--- src/rtl/aes_dec_pkg.sv ---
// Shared definitions for the AES decipher datapath.
// Holds the state and word widths, the 128-bit state type and the
// encoding of the InvSubBytes arbiter FSM.
package aes_dec_pkg;

  localparam int STATE_W         = 128;
  localparam int WORD_W          = 32;
  localparam int WORDS_PER_STATE = 4;

  typedef logic [STATE_W-1:0] aes_state_t;

  typedef enum logic [1:0] {
    ISB_IDLE,
    ISB_SUB,
    ISB_RESP
  } isb_fsm_e;

endpackage

--- src/rtl/inv_sub_bytes_arbiter_sbox.sv ---
// sBox: four parallel AES inverse S-box lookups on one 32-bit word.
// Ports:
//   din  - 32-bit input word, four independent bytes
//   dout - 32-bit output word, each byte replaced by InvSbox(byte)
// Purely combinational.
module sBox (
  input  logic [31:0] din,
  output logic [31:0] dout
);

  // Table entry for byte value v sits at bits [2047-8*v -: 8].
  localparam logic [2047:0] INV_TABLE = {
    128'h52096ad53036a538bf40a39e81f3d7fb,
    128'h7ce339829b2fff87348e4344c4dee9cb,
    128'h547b9432a6c2233dee4c950b42fac34e,
    128'h082ea16628d924b2765ba2496d8bd125,
    128'h72f8f66486689816d4a45ccc5d65b692,
    128'h6c704850fdedb9da5e154657a78d9d84,
    128'h90d8ab008cbcd30af7e45805b8b34506,
    128'hd02c1e8fca3f0f02c1afbd0301138a6b,
    128'h3a9111414f67dcea97f2cfcef0b4e673,
    128'h96ac7422e7ad3585e2f937e81c75df6e,
    128'h47f11a711d29c5896fb7620eaa18be1b,
    128'hfc563e4bc6d279209adbc0fe78cd5af4,
    128'h1fdda8338807c731b11210592780ec5f,
    128'h60517fa919b54a0d2de57a9f93c99cef,
    128'ha0e03b4dae2af5b0c8ebbb3c83539961,
    128'h172b047eba77d626e169146355210c7d
  };

  function automatic logic [7:0] inv_byte(input logic [7:0] b);
    return INV_TABLE[(255 - int'(b))*8 +: 8];
  endfunction

  always_comb begin
    dout = '0;
    for (int i = 0; i < 4; i++) begin
      dout[8*i +: 8] = inv_byte(din[8*i +: 8]);
    end
  end

endmodule

--- src/rtl/inv_sub_bytes_arbiter.sv ---
// inv_sub_bytes_arbiter: shares one 32-bit inverse S-box between NUM_REQ
// requesters. A round-robin grant accepts one full 128-bit state, the
// four words are substituted one per cycle (MSW first), and the result
// is returned together with the owning requester's index.
// Ports:
//   clk, rst_n           - clock, async active-low reset
//   flush                - synchronous abort of the in-flight job
//   req_valid/req_ready  - per-requester handshake (ready is one-hot or 0)
//   req_data             - requester i state at [i*128 +: 128]
//   rsp_valid/rsp_ready  - result handshake
//   rsp_data, rsp_id     - substituted state and owning requester
module inv_sub_bytes_arbiter
  import aes_dec_pkg::*;
#(
  parameter int NUM_REQ = 2,
  parameter int ID_W    = $clog2(NUM_REQ)
) (
  input  logic                       clk,
  input  logic                       rst_n,
  input  logic                       flush,
  input  logic [NUM_REQ-1:0]         req_valid,
  input  logic [NUM_REQ*STATE_W-1:0] req_data,
  output logic [NUM_REQ-1:0]         req_ready,
  output logic                       rsp_valid,
  output logic [STATE_W-1:0]         rsp_data,
  output logic [ID_W-1:0]            rsp_id,
  input  logic                       rsp_ready
);

  isb_fsm_e    fsm_q, fsm_d;
  logic [1:0]  wcnt;
  aes_state_t  state_q;
  logic [ID_W-1:0] id_q;
  logic [ID_W-1:0] last_grant;
  logic [ID_W-1:0] grant;
  logic        accept;
  logic [WORD_W-1:0] sub_in, sub_out;

  // First valid requester searching upward from last+1, wrapping. The
  // loop runs from the farthest candidate down so the nearest one wins.
  function automatic logic [ID_W-1:0] rr_pick(input logic [NUM_REQ-1:0] v,
                                              input logic [ID_W-1:0] last);
    logic [ID_W-1:0] pick;
    int idx;
    pick = '0;
    for (int k = NUM_REQ; k >= 1; k--) begin
      idx = (int'(last) + k) % NUM_REQ;
      if (v[idx]) pick = ID_W'(idx);
    end
    return pick;
  endfunction

  assign sub_in   = state_q[(WORDS_PER_STATE-1-int'(wcnt))*WORD_W +: WORD_W];
  assign rsp_data = state_q;
  assign rsp_id   = id_q;

  sBox u_sbox (
    .din  (sub_in),
    .dout (sub_out)
  );

  // Grant, ready and next-state decode. req_ready is also gated by rst_n
  // so it reads 0 for the whole time reset is held.
  always_comb begin
    fsm_d     = fsm_q;
    req_ready = '0;
    accept    = 1'b0;
    rsp_valid = 1'b0;
    grant     = rr_pick(req_valid, last_grant);
    case (fsm_q)
      ISB_IDLE: begin
        if (rst_n && !flush && (|req_valid)) begin
          req_ready[grant] = 1'b1;
          accept           = 1'b1;
          fsm_d            = ISB_SUB;
        end
      end
      ISB_SUB: begin
        if (flush)
          fsm_d = ISB_IDLE;
        else if (wcnt == 2'(WORDS_PER_STATE-1))
          fsm_d = ISB_RESP;
      end
      ISB_RESP: begin
        rsp_valid = 1'b1;
        if (flush || rsp_ready)
          fsm_d = ISB_IDLE;
      end
      default: fsm_d = ISB_IDLE;
    endcase
  end

  // State register and datapath. A flushed job simply leaves its partial
  // data behind; last_grant only moves on an accept.
  always_ff @(posedge clk or negedge rst_n) begin
    if (!rst_n) begin
      fsm_q      <= ISB_IDLE;
      wcnt       <= '0;
      state_q    <= '0;
      id_q       <= '0;
      last_grant <= ID_W'(NUM_REQ-1);
    end else begin
      fsm_q <= fsm_d;
      if (accept) begin
        state_q    <= req_data[int'(grant)*STATE_W +: STATE_W];
        id_q       <= grant;
        last_grant <= grant;
        wcnt       <= '0;
      end else if (fsm_q == ISB_SUB && !flush) begin
        state_q[(WORDS_PER_STATE-1-int'(wcnt))*WORD_W +: WORD_W] <= sub_out;
        wcnt <= wcnt + 2'd1;
      end
    end
  end

endmodule

--- config.mk ---
export PLATFORM = sky130hd
export DESIGN_NAME = inv_sub_bytes_arbiter
export DESIGN_NICKNAME = d
export VERILOG_FILES = /design/src/rtl/aes_dec_pkg.sv /design/src/rtl/inv_sub_bytes_arbiter_sbox.sv /design/src/rtl/inv_sub_bytes_arbiter.sv
export SDC_FILE = /design/constraint.sdc
export NUM_CORES = 1
export LEC_CHECK = 0
export ABC_CLOCK_PERIOD_IN_PS = 5300
export CORE_ASPECT_RATIO = 1.2
export CORE_MARGIN = 2
export CORE_UTILIZATION = 38
export DETAILED_ROUTE_END_ITERATION = 10
export PLACE_DENSITY = 0.6
export SYNTH_ARGS = -nofsm -noshare
export SYNTH_HDL_FRONTEND = slang
export SYNTH_HIERARCHICAL = 1
export SYNTH_SLANG_ARGS = --single-unit
--- constraint.sdc ---
create_clock -name clk -period 5.3 [get_ports clk]
set_input_delay 1.325 -clock clk [delete_from_list [all_inputs] [get_ports clk]]
set_output_delay 1.325 -clock clk [all_outputs]
set_load 0.05 [all_outputs]
==> Word-level counts from Yosys, hierarchy flattened <==
Index checks and enable logic that the tools add are counted.
{ "word_totals": {"in_bits": 262, "reg_bits": 134, "output_inout_bits": 132, "wordCells": 69} }
{ "op_classes": {"n_lt_le_gt_ge": 4, "add_sub_neg": 9, "shift": 8, "n_reduce_logical": 10, "eq_ne": 6, "bitwise": 2, "muxes": 25} }
{ "ops": {"columns": ["op", "count"], "rows": [
  ["indexed part select 2048 x 32 -> 8 bit, first input constant", 4],
  ["2-to-1 mux 128 bit", 2],
  ["indexed part select 256 x 9 -> 128 bit", 1],
  ["bitwise mux 128 bit", 1],
  ["variable shift 32 x 33 -> 128 bit, first input constant", 1],
  ["indexed part select 128 x 8 -> 32 bit", 1],
  ["indexed part select 32 x 33 -> 128 bit", 1],
  ["subtractor 8 x 8 -> 9 bit, first input constant", 4],
  ["negator 8 -> 33 bit", 1],
  ["2-to-1 mux 2 bit", 8],
  ["2-to-1 mux 1 bit", 12],
  ["less-than comparator 2 x 3 -> 1 bit, second input constant", 2],
  ["case mux 2 bit (3 select lines)", 1],
  ["equality test 2 bit, second input constant", 2],
  ["logical AND 1 bit", 4],
  ["inequality test 2 bit, second input constant", 2],
  ["inequality test 3 bit, second input constant", 1],
  ["AND reduction 3 bit", 1],
  ["subtractor 2 x 2 -> 3 bit, first input constant", 1],
  ["adder 1 bit, second input constant", 2],
  ["adder 2 x 1 -> 2 bit, second input constant", 1],
  ["AND 1 bit, first input constant", 2],
  ["equality test 2 x 1 -> 1 bit, second input constant", 1],
  ["zero test 2 bit", 1],
  ["7 further kinds", 7]
]} }

==> Longest topological paths before layout <==
{ "logic_depth": {"ltp_word": 13, "mapped_depth": 16, "mapped_depth_nobuf": 11} }

==> Hierarchy <==
The synthesis kept the hierarchy.
{ "modules_own_cells": {"columns": ["mod", "instances", "cells_each", "area_per_inst_um2", "seq_area_each_um2"], "rows": [
  ["sBox", 1, 2141, 13797.0, 0.0],
  ["inv_sub_bytes_arbiter", 1, 857, 8465.6, 3354.5]
]} }

==> Least setup slack after synthesis <==
No wires, ideal clock.
{ "synth_timing": {"path_type": "input -> output", "from": "in flush", "to": "out req_ready[0]", "path_buffers": 2, "required_ns": 3.975, "arrival_time_ns": 2.778, "slack_ns": 1.197, "stages": 5, "path_cell_list": "nor4b_4 > nand2_1 > buf_2 > buf_2 > nor2_1"} }
{ "synth_between": {"elab_chain_cells": 5} }
{ "synth_lines": {"columns": ["item", "line", "source"], "rows": [
  ["from (decl)", "inv_sub_bytes_arbiter.sv:20", "input logic flush,"],
  ["zero test 1 bit", "inv_sub_bytes_arbiter.sv:72", "if (rst_n && !flush && (|req_valid)) begin"],
  ["logical AND 1 bit (2 in a row)", "inv_sub_bytes_arbiter.sv:72", null],
  ["2-to-1 mux 2 bit", "inv_sub_bytes_arbiter.sv:72", null],
  ["2-to-1 mux 2 bit", "inv_sub_bytes_arbiter.sv:70", "case (fsm_q)"],
  ["to (decl)", "inv_sub_bytes_arbiter.sv:23", "output logic [NUM_REQ-1:0] req_ready,"]
]} }
No other way between the ends.

==> Worst setup path after layout <==
{ "layout_timing": {"from": "reg wcnt[1]", "to": "reg state_q[97] (netlist: rsp_data[97])"} }
{ "layout_between": {"elab_chain_cells": 8, "elab_cells_between_ends": 16, "cone_classes": "add/sub: 6; shift: 7; mux: 3"} }
{ "layout_lines": {"columns": ["item", "line", "source"], "rows": [
  ["from (decl)", "inv_sub_bytes_arbiter.sv:31", "logic [1:0] wcnt;"],
  ["from (signal assigned)", "inv_sub_bytes_arbiter.sv:111", "wcnt <= wcnt + 2'd1;"],
  ["subtractor 2 x 2 -> 3 bit", "inv_sub_bytes_arbiter.sv:53", "assign sub_in = state_q[(WORDS_PER_STATE-1-int'(wcnt))*WORD_W +: WORD_W];"],
  ["indexed part select 128 x 8 -> 32 bit", "inv_sub_bytes_arbiter.sv:53", null],
  ["named net sub_in[1]", "inv_sub_bytes_arbiter.sv:37", "logic [WORD_W-1:0] sub_in, sub_out;"],
  ["subtractor 8 x 8 -> 9 bit", "inv_sub_bytes_arbiter_sbox.sv:32", "return INV_TABLE[(255 - int'(b))*8 +: 8];"],
  ["indexed part select 2048 x 32 -> 8 bit", "inv_sub_bytes_arbiter_sbox.sv:32", null],
  ["named net sub_out[1]", "inv_sub_bytes_arbiter.sv:37", null],
  ["indexed part select 32 x 33 -> 128 bit", "inv_sub_bytes_arbiter.sv:110", "state_q[(WORDS_PER_STATE-1-int'(wcnt))*WORD_W +: WORD_W] <= sub_out;"],
  ["bitwise mux 128 bit", "inv_sub_bytes_arbiter.sv:110", null],
  ["2-to-1 mux 128 bit", "inv_sub_bytes_arbiter.sv:109", "end else if (fsm_q == ISB_SUB && !flush) begin"],
  ["2-to-1 mux 128 bit", "inv_sub_bytes_arbiter.sv:104", "if (accept) begin"],
  ["to (signal assigned)", "inv_sub_bytes_arbiter.sv:105", "state_q <= req_data[int'(grant)*STATE_W +: STATE_W];"],
  ["to (signal, indexed assignment)", "inv_sub_bytes_arbiter.sv:110", null],
  ["to (decl)", "inv_sub_bytes_arbiter.sv:32", "aes_state_t state_q;"]
]} }
The timed path passes the listed nets, and every way through them passes these cells. The select of a mux whose other input is x is not followed.
A chain may end at the register's enable or synchronous reset.

==> results by group <==
Floorplanning
  – Die Y: 269 um
  – Io pins: 394
  – Core area: 58100 sq um
  – Row Count: 97
  – Die width: 225 um
  – Die area: 60500 sq um
  – Initial core utilization: 38.3%

Timing
  – Worst-margin pin slew: 1.00 ns
  – Fmax: 220 MHz
  – Period utilization: 85.7%
  – Finish-stage setup viols: 0
  – Fin. max-slew vios: 0
  – Slew HR: 33.1%
  – Skew final: 0.0180 ns
  – RSZ-0062 raised after global routing: false
  – Hold_ws: 0.487 ns
  – Fin. Hold Viols: 0
  – Fin crit period: 4.54 ns
  – Final setup TNS: 0 ns

Global route
  – GRT Total Usage: 40.9%
  – Congestion Overflow GR: 0
  – First-pass GRT wire length: 186000 um
  – Largest net degree at the start of global routing: 97
  – Vias in the first global route: 27002
  – Initial antenna violation count: 12

CTS
  – Clock sink count: 134
  – Hold-fix buffers, CTS: 0
  – Post-cts resize count: 0
  – CTS tree: built
  – CTS Buf Count: 17
  – Clk_lat worst skew: 0.48 ns
  – Clk buf depth: 2
  – Clk slew on worst S/H paths: 0.07 ns
  – Setup Buffers After CTS: 0
  – Htree depth: 4
  – Clock root buffer: clkbuf_16

Setup path
  – Setup crit start kind: flop
  – Worst Path Arrival: 4.94 ns
  – Worst setup path end: rsp_data[97]
  – Worst r2r path cells: 12
  – Crit path from: wcnt[1]
  – Worst-path fanout max: 25
  – R2R setup slack: 0.76 ns
  – Kind of critical path: reg2reg
  – Worst EP required: 5.70 ns
  – Setup crit end kind: flop
  – Worst R2R Start: wcnt[1]
  – RR Endpoint: rsp_data[97]

Placement
  – PortBufs: 393
  – DPL Wire Length: 91200 um
  – Cells after DPL: 3938
  – Placer Congestion: 1.04

Logic synthesis
  – Post-synth top area cell: dfrtp_1
  – Synth Net Count: 3345
  – Avg Cell Area, Syn: 7.43 sq um
  – Seq/Total Area, Yosys: 15.1%
  – Ys flop type: dfrtp_1
  – Synth area leaders: dfrtp_1 (15%), mux4_2 (8.2%), o21ai_0 (6.4%)
  – Synthesized area: 22300 sq um
  – EDFF count, synth: 0
  – FFs w/ async S/R, synth: 100%
  – Gate Count Post-Synth: 2998
  – Top-area cell type share of the netlist area: 14.9%
  – Syn. warnings: 6
  – Flops & latches, synth: 134
  – Unique masters post-synth: 103

Routing
  – Via density: 7.14
  – Routed length per instance: 32.3 um
  – Total Wirelength: 128000 um
  – DRC viols: 0
  – DRT iter0 DRCs: 3856
  – Vias: 28425
  – Post-DRT Antenna Nets: 0
  – Drt pass-1 iters: 6

Worst hold path
  – Worst hold-check path type: reg2reg

Layout
  – P&R area growth vs syn: 23.6%
  – Post-Layout Cell Count: 3979
  – Layout cell share with drive strength beyond 1: 11.3%
  – Final net count: 3562

Job
  – MaxCap Viol Count: 0

Status
  – Status: finished clean
==> cell usage after synthesis (15+ instances only) <==
cell type / instances
a21oi_1: 229
nand3_1: 79
dfrtp_1: 133
ha_1: 85
a31oi_1: 55
inv_1: 51
nand2b_1: 70
buf_2: 147
o32a_1: 99
a211oi_1: 55
nor2_1: 163
o22ai_1: 18
a2111oi_0: 16
o221ai_1: 15
a311oi_1: 38
a2bb2oi_1: 127
clkbuf_1: 155
and3_1: 18
buf_1: 17
mux4_2: 81
o311ai_0: 35
nor2b_1: 65
o211ai_1: 50
mux2_2: 15
a21o_1: 44
nor3_1: 72
buf_6: 17
and2_1: 20
mux2i_1: 30
o31ai_1: 34
nand2_1: 369
buf_4: 30
or2_2: 17
o21ai_0: 283
a211o_1: 20
==> area by class of cell <==
type	instances	area (sq um)
diodes	9	22.5
clock buffers	19	433
clock inverters	13	195
fillers	5853	30600
inverters	58	219
multi-input cells	2434	16900
flip-flops and latches	134	3360
well taps	742	928
repair buffers	570	5430
==> metal layers <==
metal | part of all wire (%) | vias up | global-route usage [%]
li1 | - | 11930 | -
met1 | 38 | 13773 | 52.1
met5 | 0.027 | - | 0
met3 | 11 | 467 | 9.61
met2 | 44 | 2249 | 62.7
met4 | 6.6 | 6 | 24.3
==> critical path, stage by stage (launching register included) <==
cell and delay, ns:
dfrtp_2 0.66, buf_12 0.29, mux4_2 0.44, inv_1 0.39
ha_1 0.57, and2b_4 0.41, nor2_1 0.06, a21o_1 0.20
mux4_2 0.46, mux2_2 0.27, mux2i_1 0.39, nand2_1 0.10
a2bb2oi_1 0.18
==> state kept, by name, summed over array words and instances, names as in the netlist <==
name / cells
fsm_q: 2
last_grant: 1
rsp_id: 1
rsp_data: 128
wcnt: 2
==> logic make-up after synthesis <==
family / after synthesis / synth area share [%]
compound gates: 1256 / 39.6
xor+xnor: 7 / 0.275
fa+ha+maj: 85 / 4.78
buf+inv: 430 / 9.26
flops: 134 / 15.1
mux: 126 / 10.3
simple gates: 960 / 20.7
==> how the worst min path moves through the flow <==
stage                     from          to  slack [ns]  cells past startpoint
finish                  rsp_id      rsp_id        0.49                      1
global route            rsp_id      rsp_id        0.52                      1
CTS                     rsp_id      rsp_id        0.48                      1
detailed placement      rsp_id      rsp_id        0.47                      1
global placement        rsp_id      rsp_id        0.46                      1
floorplan           last_grant  last_grant        0.52                      1
==> cell usage in the layout, fill, tap and decap left out, types with 79 or more instances in the layout <==
cell type	instances
dfrtp_1	131
a2bb2oi_1	127
buf_4	165
o32a_1	99
nor2_1	163
a21oi_1	229
nand2_1	363
nand3_1	79
clkdlybuf4s50_1	390
ha_1	85
o21ai_0	283
==> per-stage QoR <==
step	instance area (sq um)	worst slack, ns	utilization [%]
3_5_place_dp	26900	0.980	46.2
6_report	27500	0.758	47.3
4_1_cts	27500	0.938	47.3
3_3_place_gp	26900	0.953	46.2
5_1_grt	27500	0.690	47.3
2_1_floorplan	22300	1.20	-
Power is left out: the tool's default activity adds up to more than one toggle a clock period on the data nets, which glitch-free logic cannot reach.
